[src/rtl/mem_stage_access_if.sv]
// Data-memory request/acknowledge bus between the MEM-stage access
// controller (master) and the data memory (slave).
interface mem_stage_access_if;
  logic        dmem_req;
  logic        dmem_we;
  logic [31:0] dmem_addr;
  logic [3:0]  dmem_be;
  logic [31:0] dmem_wdata;
  logic        dmem_ack;
  logic [31:0] dmem_rdata;

  modport master (
    output dmem_req, dmem_we, dmem_addr, dmem_be, dmem_wdata,
    input  dmem_ack, dmem_rdata
  );

  modport slave (
    input  dmem_req, dmem_we, dmem_addr, dmem_be, dmem_wdata,
    output dmem_ack, dmem_rdata
  );
endinterface

[src/rtl/mem_stage_access.sv]
// MEM-stage load/store controller: issues one req/ack bus access per
// legal operation, stalls the pipeline meanwhile and returns extended load data.
module mem_stage_access #(
  parameter int TIMEOUT = 16
) (
  input  logic        clk,
  input  logic        reset,
  input  logic [3:0]  mem_ctrl_m,
  input  logic [31:0] aluout_m,
  input  logic [31:0] writedata_m,
  output logic        mem_stall,
  output logic [31:0] readdata_m,
  output logic        mem_err,
  output logic [1:0]  mem_err_cause,
  mem_stage_access_if.master dmem
);

  localparam int CW = $clog2(TIMEOUT + 1);
  localparam logic [CW-1:0] CNT_LAST = CW'(TIMEOUT - 1);

  typedef enum logic [1:0] {IDLE, WAIT_ACK, DONE} state_t;

  state_t        state_q, state_d;
  logic          req_q, req_d;
  logic          we_q, we_d;
  logic [31:0]   addr_q, addr_d;
  logic [3:0]    be_q, be_d;
  logic [31:0]   wdata_q, wdata_d;
  logic [31:0]   rdata_q, rdata_d;
  logic [CW-1:0] cnt_q, cnt_d;
  logic          tout_q, tout_d;
  logic [1:0]    size_q, size_d;
  logic [1:0]    off_q, off_d;

  logic        op_rd, op_wr;
  logic [1:0]  op_size;
  logic        misaligned;
  logic [31:0] lane_word;
  logic [31:0] load_val;

  assign op_rd   = mem_ctrl_m[3];
  assign op_wr   = mem_ctrl_m[2];
  assign op_size = mem_ctrl_m[1:0];

  assign misaligned = ((op_size == 2'b00) && (aluout_m[1:0] != 2'b00)) ||
                      ((op_size == 2'b01) && aluout_m[0]);

  // Shift the addressed lane down to bit 0, then extend by size.
  assign lane_word = dmem.dmem_rdata >> {off_q, 3'b000};

  always_comb begin
    load_val = dmem.dmem_rdata;
    case (size_q)
      2'b01:   load_val = {{16{lane_word[15]}}, lane_word[15:0]};
      2'b10:   load_val = {{24{lane_word[7]}}, lane_word[7:0]};
      2'b11:   load_val = {24'h0, lane_word[7:0]};
      default: load_val = dmem.dmem_rdata;
    endcase
  end

  always_comb begin
    state_d       = state_q;
    req_d         = req_q;
    we_d          = we_q;
    addr_d        = addr_q;
    be_d          = be_q;
    wdata_d       = wdata_q;
    rdata_d       = rdata_q;
    cnt_d         = cnt_q;
    tout_d        = tout_q;
    size_d        = size_q;
    off_d         = off_q;
    mem_stall     = 1'b0;
    mem_err       = 1'b0;
    mem_err_cause = 2'b00;

    case (state_q)
      IDLE: begin
        if (op_rd && op_wr) begin
          mem_err       = 1'b1;
          mem_err_cause = 2'b10;
        end else if (op_rd || op_wr) begin
          if (misaligned) begin
            mem_err       = 1'b1;
            mem_err_cause = 2'b01;
          end else begin
            mem_stall = 1'b1;
            req_d     = 1'b1;
            we_d      = op_wr;
            addr_d    = {aluout_m[31:2], 2'b00};
            size_d    = op_size;
            off_d     = aluout_m[1:0];
            cnt_d     = '0;
            tout_d    = 1'b0;
            state_d   = WAIT_ACK;
            case (op_size)
              2'b00: begin
                be_d    = 4'b1111;
                wdata_d = writedata_m;
              end
              2'b01: begin
                be_d    = aluout_m[1] ? 4'b1100 : 4'b0011;
                wdata_d = {2{writedata_m[15:0]}};
              end
              default: begin
                be_d    = 4'b0001 << aluout_m[1:0];
                wdata_d = {4{writedata_m[7:0]}};
              end
            endcase
          end
        end
      end

      WAIT_ACK: begin
        mem_stall = 1'b1;
        if (dmem.dmem_ack) begin
          req_d   = 1'b0;
          state_d = DONE;
          if (!we_q) begin
            rdata_d = load_val;
          end
        end else if (cnt_q == CNT_LAST) begin
          // Abandon the access; the error is reported from DONE.
          req_d   = 1'b0;
          rdata_d = 32'h0;
          tout_d  = 1'b1;
          cnt_d   = cnt_q + 1'b1;
          state_d = DONE;
        end else begin
          cnt_d = cnt_q + 1'b1;
        end
      end

      DONE: begin
        if (tout_q) begin
          mem_err       = 1'b1;
          mem_err_cause = 2'b11;
        end
        tout_d  = 1'b0;
        state_d = IDLE;
      end

      default: state_d = IDLE;
    endcase
  end

  always_ff @(posedge clk or posedge reset) begin
    if (reset) begin
      state_q <= IDLE;
      req_q   <= 1'b0;
      we_q    <= 1'b0;
      addr_q  <= 32'h0;
      be_q    <= 4'h0;
      wdata_q <= 32'h0;
      rdata_q <= 32'h0;
      cnt_q   <= '0;
      tout_q  <= 1'b0;
      size_q  <= 2'b00;
      off_q   <= 2'b00;
    end else begin
      state_q <= state_d;
      req_q   <= req_d;
      we_q    <= we_d;
      addr_q  <= addr_d;
      be_q    <= be_d;
      wdata_q <= wdata_d;
      rdata_q <= rdata_d;
      cnt_q   <= cnt_d;
      tout_q  <= tout_d;
      size_q  <= size_d;
      off_q   <= off_d;
    end
  end

  assign dmem.dmem_req   = req_q;
  assign dmem.dmem_we    = we_q;
  assign dmem.dmem_addr  = addr_q;
  assign dmem.dmem_be    = be_q;
  assign dmem.dmem_wdata = wdata_q;
  assign readdata_m      = rdata_q;

endmodule
[src/flat_wrapper.sv]
// flat-port wrapper written by rule: the top's interface ports become plain ports
module mem_stage_access_flat 
#(
  parameter int TIMEOUT = 16
)
  (clk, reset, mem_ctrl_m, aluout_m, writedata_m, mem_stall, readdata_m, mem_err, mem_err_cause, dmem_dmem_req, dmem_dmem_we, dmem_dmem_addr, dmem_dmem_be, dmem_dmem_wdata, dmem_dmem_ack, dmem_dmem_rdata);
  mem_stage_access_if dmem_i ();
  input  logic clk;
  input  logic reset;
  input  logic [3:0] mem_ctrl_m;
  input  logic [31:0] aluout_m;
  input  logic [31:0] writedata_m;
  output logic mem_stall;
  output logic [31:0] readdata_m;
  output logic mem_err;
  output logic [1:0] mem_err_cause;
  output wire logic [$bits(dmem_i.dmem_req)-1:0] dmem_dmem_req;
  output wire logic [$bits(dmem_i.dmem_we)-1:0] dmem_dmem_we;
  output wire logic [$bits(dmem_i.dmem_addr)-1:0] dmem_dmem_addr;
  output wire logic [$bits(dmem_i.dmem_be)-1:0] dmem_dmem_be;
  output wire logic [$bits(dmem_i.dmem_wdata)-1:0] dmem_dmem_wdata;
  input wire logic [$bits(dmem_i.dmem_ack)-1:0] dmem_dmem_ack;
  input wire logic [$bits(dmem_i.dmem_rdata)-1:0] dmem_dmem_rdata;
  assign dmem_dmem_req = dmem_i.dmem_req;
  assign dmem_dmem_we = dmem_i.dmem_we;
  assign dmem_dmem_addr = dmem_i.dmem_addr;
  assign dmem_dmem_be = dmem_i.dmem_be;
  assign dmem_dmem_wdata = dmem_i.dmem_wdata;
  assign dmem_i.dmem_ack = dmem_dmem_ack;
  assign dmem_i.dmem_rdata = dmem_dmem_rdata;
  mem_stage_access #(.TIMEOUT(TIMEOUT)) u_core (.clk(clk), .reset(reset), .mem_ctrl_m(mem_ctrl_m), .aluout_m(aluout_m), .writedata_m(writedata_m), .mem_stall(mem_stall), .readdata_m(readdata_m), .mem_err(mem_err), .mem_err_cause(mem_err_cause), .dmem(dmem_i));
endmodule
[config.mk]
export PLATFORM = sky130hd
export DESIGN_NAME = mem_stage_access_flat
export DESIGN_NICKNAME = d
export VERILOG_FILES = /design/src/rtl/mem_stage_access_if.sv /design/src/rtl/mem_stage_access.sv /design/src/flat_wrapper.sv
export SDC_FILE = /design/constraint.sdc
export NUM_CORES = 1
export LEC_CHECK = 0
export CORE_UTILIZATION = 40
export CTS_CLUSTER_DIAMETER = 120
export DETAILED_ROUTE_END_ITERATION = 12
export GPL_TIMING_DRIVEN = 0
export PLACE_DENSITY = 0.81
export RECOVER_POWER = 100
export SETUP_SLACK_MARGIN = 0.15
export SYNTH_ARGS = -nofsm -noshare
export SYNTH_HDL_FRONTEND = slang
export SYNTH_SLANG_ARGS = --single-unit
[constraint.sdc]
create_clock -name clk -period 3.26 [get_ports clk]
set_input_delay 0.489 -clock clk [delete_from_list [all_inputs] [get_ports clk]]
set_output_delay 0.489 -clock clk [all_outputs]
set_load 0.1 [all_outputs]
==> results.py <==
metrics = {
    "status": {
        "status": "finished with violations",
        "violations": "capacitance limit, slew limit",
    },
    "global_routing": {
        "grt.total_usage": 0.2388,
        "gr-total-overflow": 0,
        "first_global_vias": 5017,
        "grt_start_max_net_pins": 43,
        "antenna_found_initial": 0,
        "grt_pass1_wl_um": 26030,
    },
    "detailed_routing": {
        "drc": 0,
        "routed_wl_um": 16160,
        "via_count": 4798,
        "drt_iter0_markers": 367,
        "first_pass_iters": 4,
        "via_per_inst": 5.343,
        "ant_nets": 0,
        "wl_per_cell_um": 18.00,
    },
    "logic_synthesis": {
        "synth_top_cell_area_share": 0.5256,
        "ys_ff_latch": 112,
        "synth-seq-area-share": 0.5256,
        "synthFlopType": "dfrtp_1",
        "syn_inst": 504,
        "synth_fa_ha_area_frac": 0.004693,
        "synth.most_common_cell": "dfrtp_1",
        "yosys.area.top_type": "dfrtp_1",
        "avgSynthCellArea_um2": 10.58,
        "synth-xor-area-share": 0.006335,
        "synth_edf_count": 0,
        "synth_compound_area_frac": 0.1532,
        "synth_area_leaders": "dfrtp_1, mux2_1, o21ai_0",
        "netlist_area_um2": 5333,
        "synth_commonest_cells": "dfrtp_1, nand2_1, o21ai_0",
        "synth_mux_area_frac": 0.1572,
        "yosys.area_share.simple": 0.1039,
        "ys_warn_count": 0,
        "synth_top_family_by_area": "multiplexers",
        "async_reset_ff_frac": 1.000,
        "synth_cell_type_count": 48,
    },
    "floorplan": {
        "std_cell_rows": 41,
        "die_h_um": 117.5,
        "dieArea_um2": 13800,
        "io_pins": 209,
        "core-area_um2": 12820,
        "initial_utilization": 0.4158,
        "die_w_um": 117.5,
    },
    "sta": {
        "setup_viol": 0,
        "grt_setup_unrepaired": "false",
        "final.period_utilization": 0.9017,
        "tns_ns": 0,
        "tightest_slew_ns": 1.688,
        "clock_skew_ns": 0.007075,
        "fin_crit_ns": 2.939,
        "max_freq_mhz": 340.2,
        "report.final.slew_viol_count": 37,
        "slew_headroom": -0.1317,
        "hold_viol": 0,
    },
    "worst_hold_path": {
        "hold_path.class": "in -> reg",
        "hold_path_depth": 2,
        "hp-start": "aluout_m[1]",
    },
    "placed_design": {
        "port_buffers": 203,
        "gp_congestion": 0.8982,
        "detailed_place_hpwl_um": 12360,
    },
    "critical_path": {
        "crit_family": "buffers and inverters",
        "worstPathCellList": "clkdlybuf4s50_1 > xnor2_1 > or3_1 > a21oi_1 > clkdlybuf4s15_2",
        "end_kind": "primary output",
        "max_stage_delay_ns": 0.58,
        "r2r_start": "u_core.cnt_q[0]$_DFFE_PP0P_",
        "cp_slowest_cell": "clkdlybuf4s50_1",
        "required_ns": 2.77,
        "start_kind": "input port",
        "critPathMaxFanout": 5,
        "worstSetupPathType": "in -> out",
        "crit_start": "mem_ctrl_m[2]",
        "rr_worst_depth": 8,
        "crit_arrival_ns": 2.45,
        "worst-path-buf-inv": 2,
        "path_depth": 5,
    },
    "clock_tree": {
        "cts.sinks": 112,
        "cts_root_buf": "clkbuf_16",
        "clk_pin_slew_worst_paths_ns": 0.07,
        "cts_setup_buffers": 0,
        "h-tree-depth": 3,
        "clockBufferDepth": 2,
        "cts_buffers": 9,
        "cts_hold_buf": 0,
        "clk_latency_ns": 0.35,
        "cts_tree": "done",
    },
    "cells_and_area": {
        "areaGrowthSynthToFinish_pct": 48.31,
        "fin_nets": 826,
        "drive_gt1_frac": 0.07989,
        "antenna_cells": 0,
        "num-fill-cells": 1073,
    },
    "job": {
        "max_cap_viol_count": 1,
    },
}
## routing by layer
metal	wire, µm	global-route usage
met4	476	0.1026
met2	7711	0.3928
met1	6448	0.2924
met5	0	0
met3	1524	0.06880
## layout by cell type, fill, tap and decap left out, drive strengths merged, types with 2 or more instances in the layout
| master | instances |
|---|---|
| a22oi | 5 |
| dlygate4sd3 | 101 |
| a31oi | 8 |
| o2bb2ai | 4 |
| inv | 13 |
| nand2 | 59 |
| ha | 2 |
| mux2i | 23 |
| dfrtp | 112 |
| o21ai | 57 |
| nor2 | 26 |
| and2 | 2 |
| a221o | 2 |
| a32o | 3 |
| mux2 | 52 |
| a21oi | 48 |
| nand2b | 9 |
| o31ai | 5 |
| bufinv | 3 |
| nor2b | 7 |
| clkinvlp | 3 |
| buf | 13 |
| conb | 2 |
| and3 | 2 |
| nand3 | 2 |
| or3 | 3 |
| o22ai | 4 |
| nor3b | 2 |
| xor2 | 2 |
| nor3 | 3 |
| clkdlybuf4s50 | 98 |
| clkbuf | 36 |
## state kept, by name, indices dropped and copies added (netlist names)
| name | count |
|---|---|
| u_core.cnt_q | 5 |
| u_core.dmem.dmem_addr | 30 |
| u_core.dmem.dmem_be | 4 |
| u_core.dmem.dmem_req | 1 |
| u_core.dmem.dmem_wdata | 32 |
| u_core.dmem.dmem_we | 1 |
| u_core.off_q | 2 |
| u_core.readdata_m | 32 |
| u_core.size_q | 2 |
| u_core.state_q | 2 |
| u_core.tout_q | 1 |
## worst paths after layout
kind	end	slack, ns
max	mem_err_cause[0]	0.32
min	u_core.dmem.dmem_be[0]$_DFFE_PP0P_	0.45
max reg2reg	u_core.readdata_m[11]$_DFFE_PP0P_	0.56
min reg2reg	u_core.readdata_m[27]$_DFFE_PP0P_	0.48
max in group asynchronous	u_core.readdata_m[29]$_DFFE_PP0P_	0.73
min in group asynchronous	u_core.dmem.dmem_addr[9]$_DFFE_PP0P_	1.00
## kinds of logic (layout without fill, tap and decap cells)
group	Yosys count	after routing
adders and majority gates	2	2
and+or+nand+nor	120	120
buffers and inverters	48	269
muxes	76	76
AOI/OAI and AO/OA	142	142
other	1	2
xor gates and xnor gates	3	3
DFF	112	112
## layout make-up
| type | instances | area, µm² | area share |
|---|---|---|---|
| clock inverter | 7 | 118.9 | 0.01503 |
| timing repair buffer | 205 | 2047 | 0.2588 |
| multi-input combinational | 345 | 2278 | 0.2881 |
| inverter | 13 | 50.05 | 0.006328 |
| clock buffer | 9 | 225.2 | 0.02848 |
| sequential | 112 | 2803 | 0.3544 |
| buffer | 35 | 171.4 | 0.02167 |
| tap | 172 | 215.2 | 0.02721 |
## worst register-to-register path, cell delays in order (launching register included)
cell	delay, ns
dfrtp_1	0.42
ha_1	0.22
and3_1	0.19
ha_1	0.20
nor2b_1	0.14
o21ai_0	0.66
clkbuf_1	0.49
a22oi_1	0.18
o21ai_0	0.11
## metrics by stage
stage	instances	hold slack, ns	cell area [µm²]	utilization	worst slack, ns
4_1_cts	898	0.4276	7988	0.6228	0.1220
6_report	898	0.4531	7909	0.6167	0.3205
5_1_grt	898	0.4651	7909	0.6167	0.1552
3_3_place_gp	880	0.4645	7601	0.5927	-0.4058
3_5_place_dp	882	0.4723	7641	0.5958	-0.4558
2_1_floorplan	505	0.4971	5354	-	0.05188
## what timing repair did
item,in CTS,in global routing
gates resized for setup,10,6
setup endpoints to repair,4,2
gates cloned,0,0
Power is left out: the tool's default activity adds up to more than one toggle a clock period on the data nets, which glitch-free logic cannot reach.
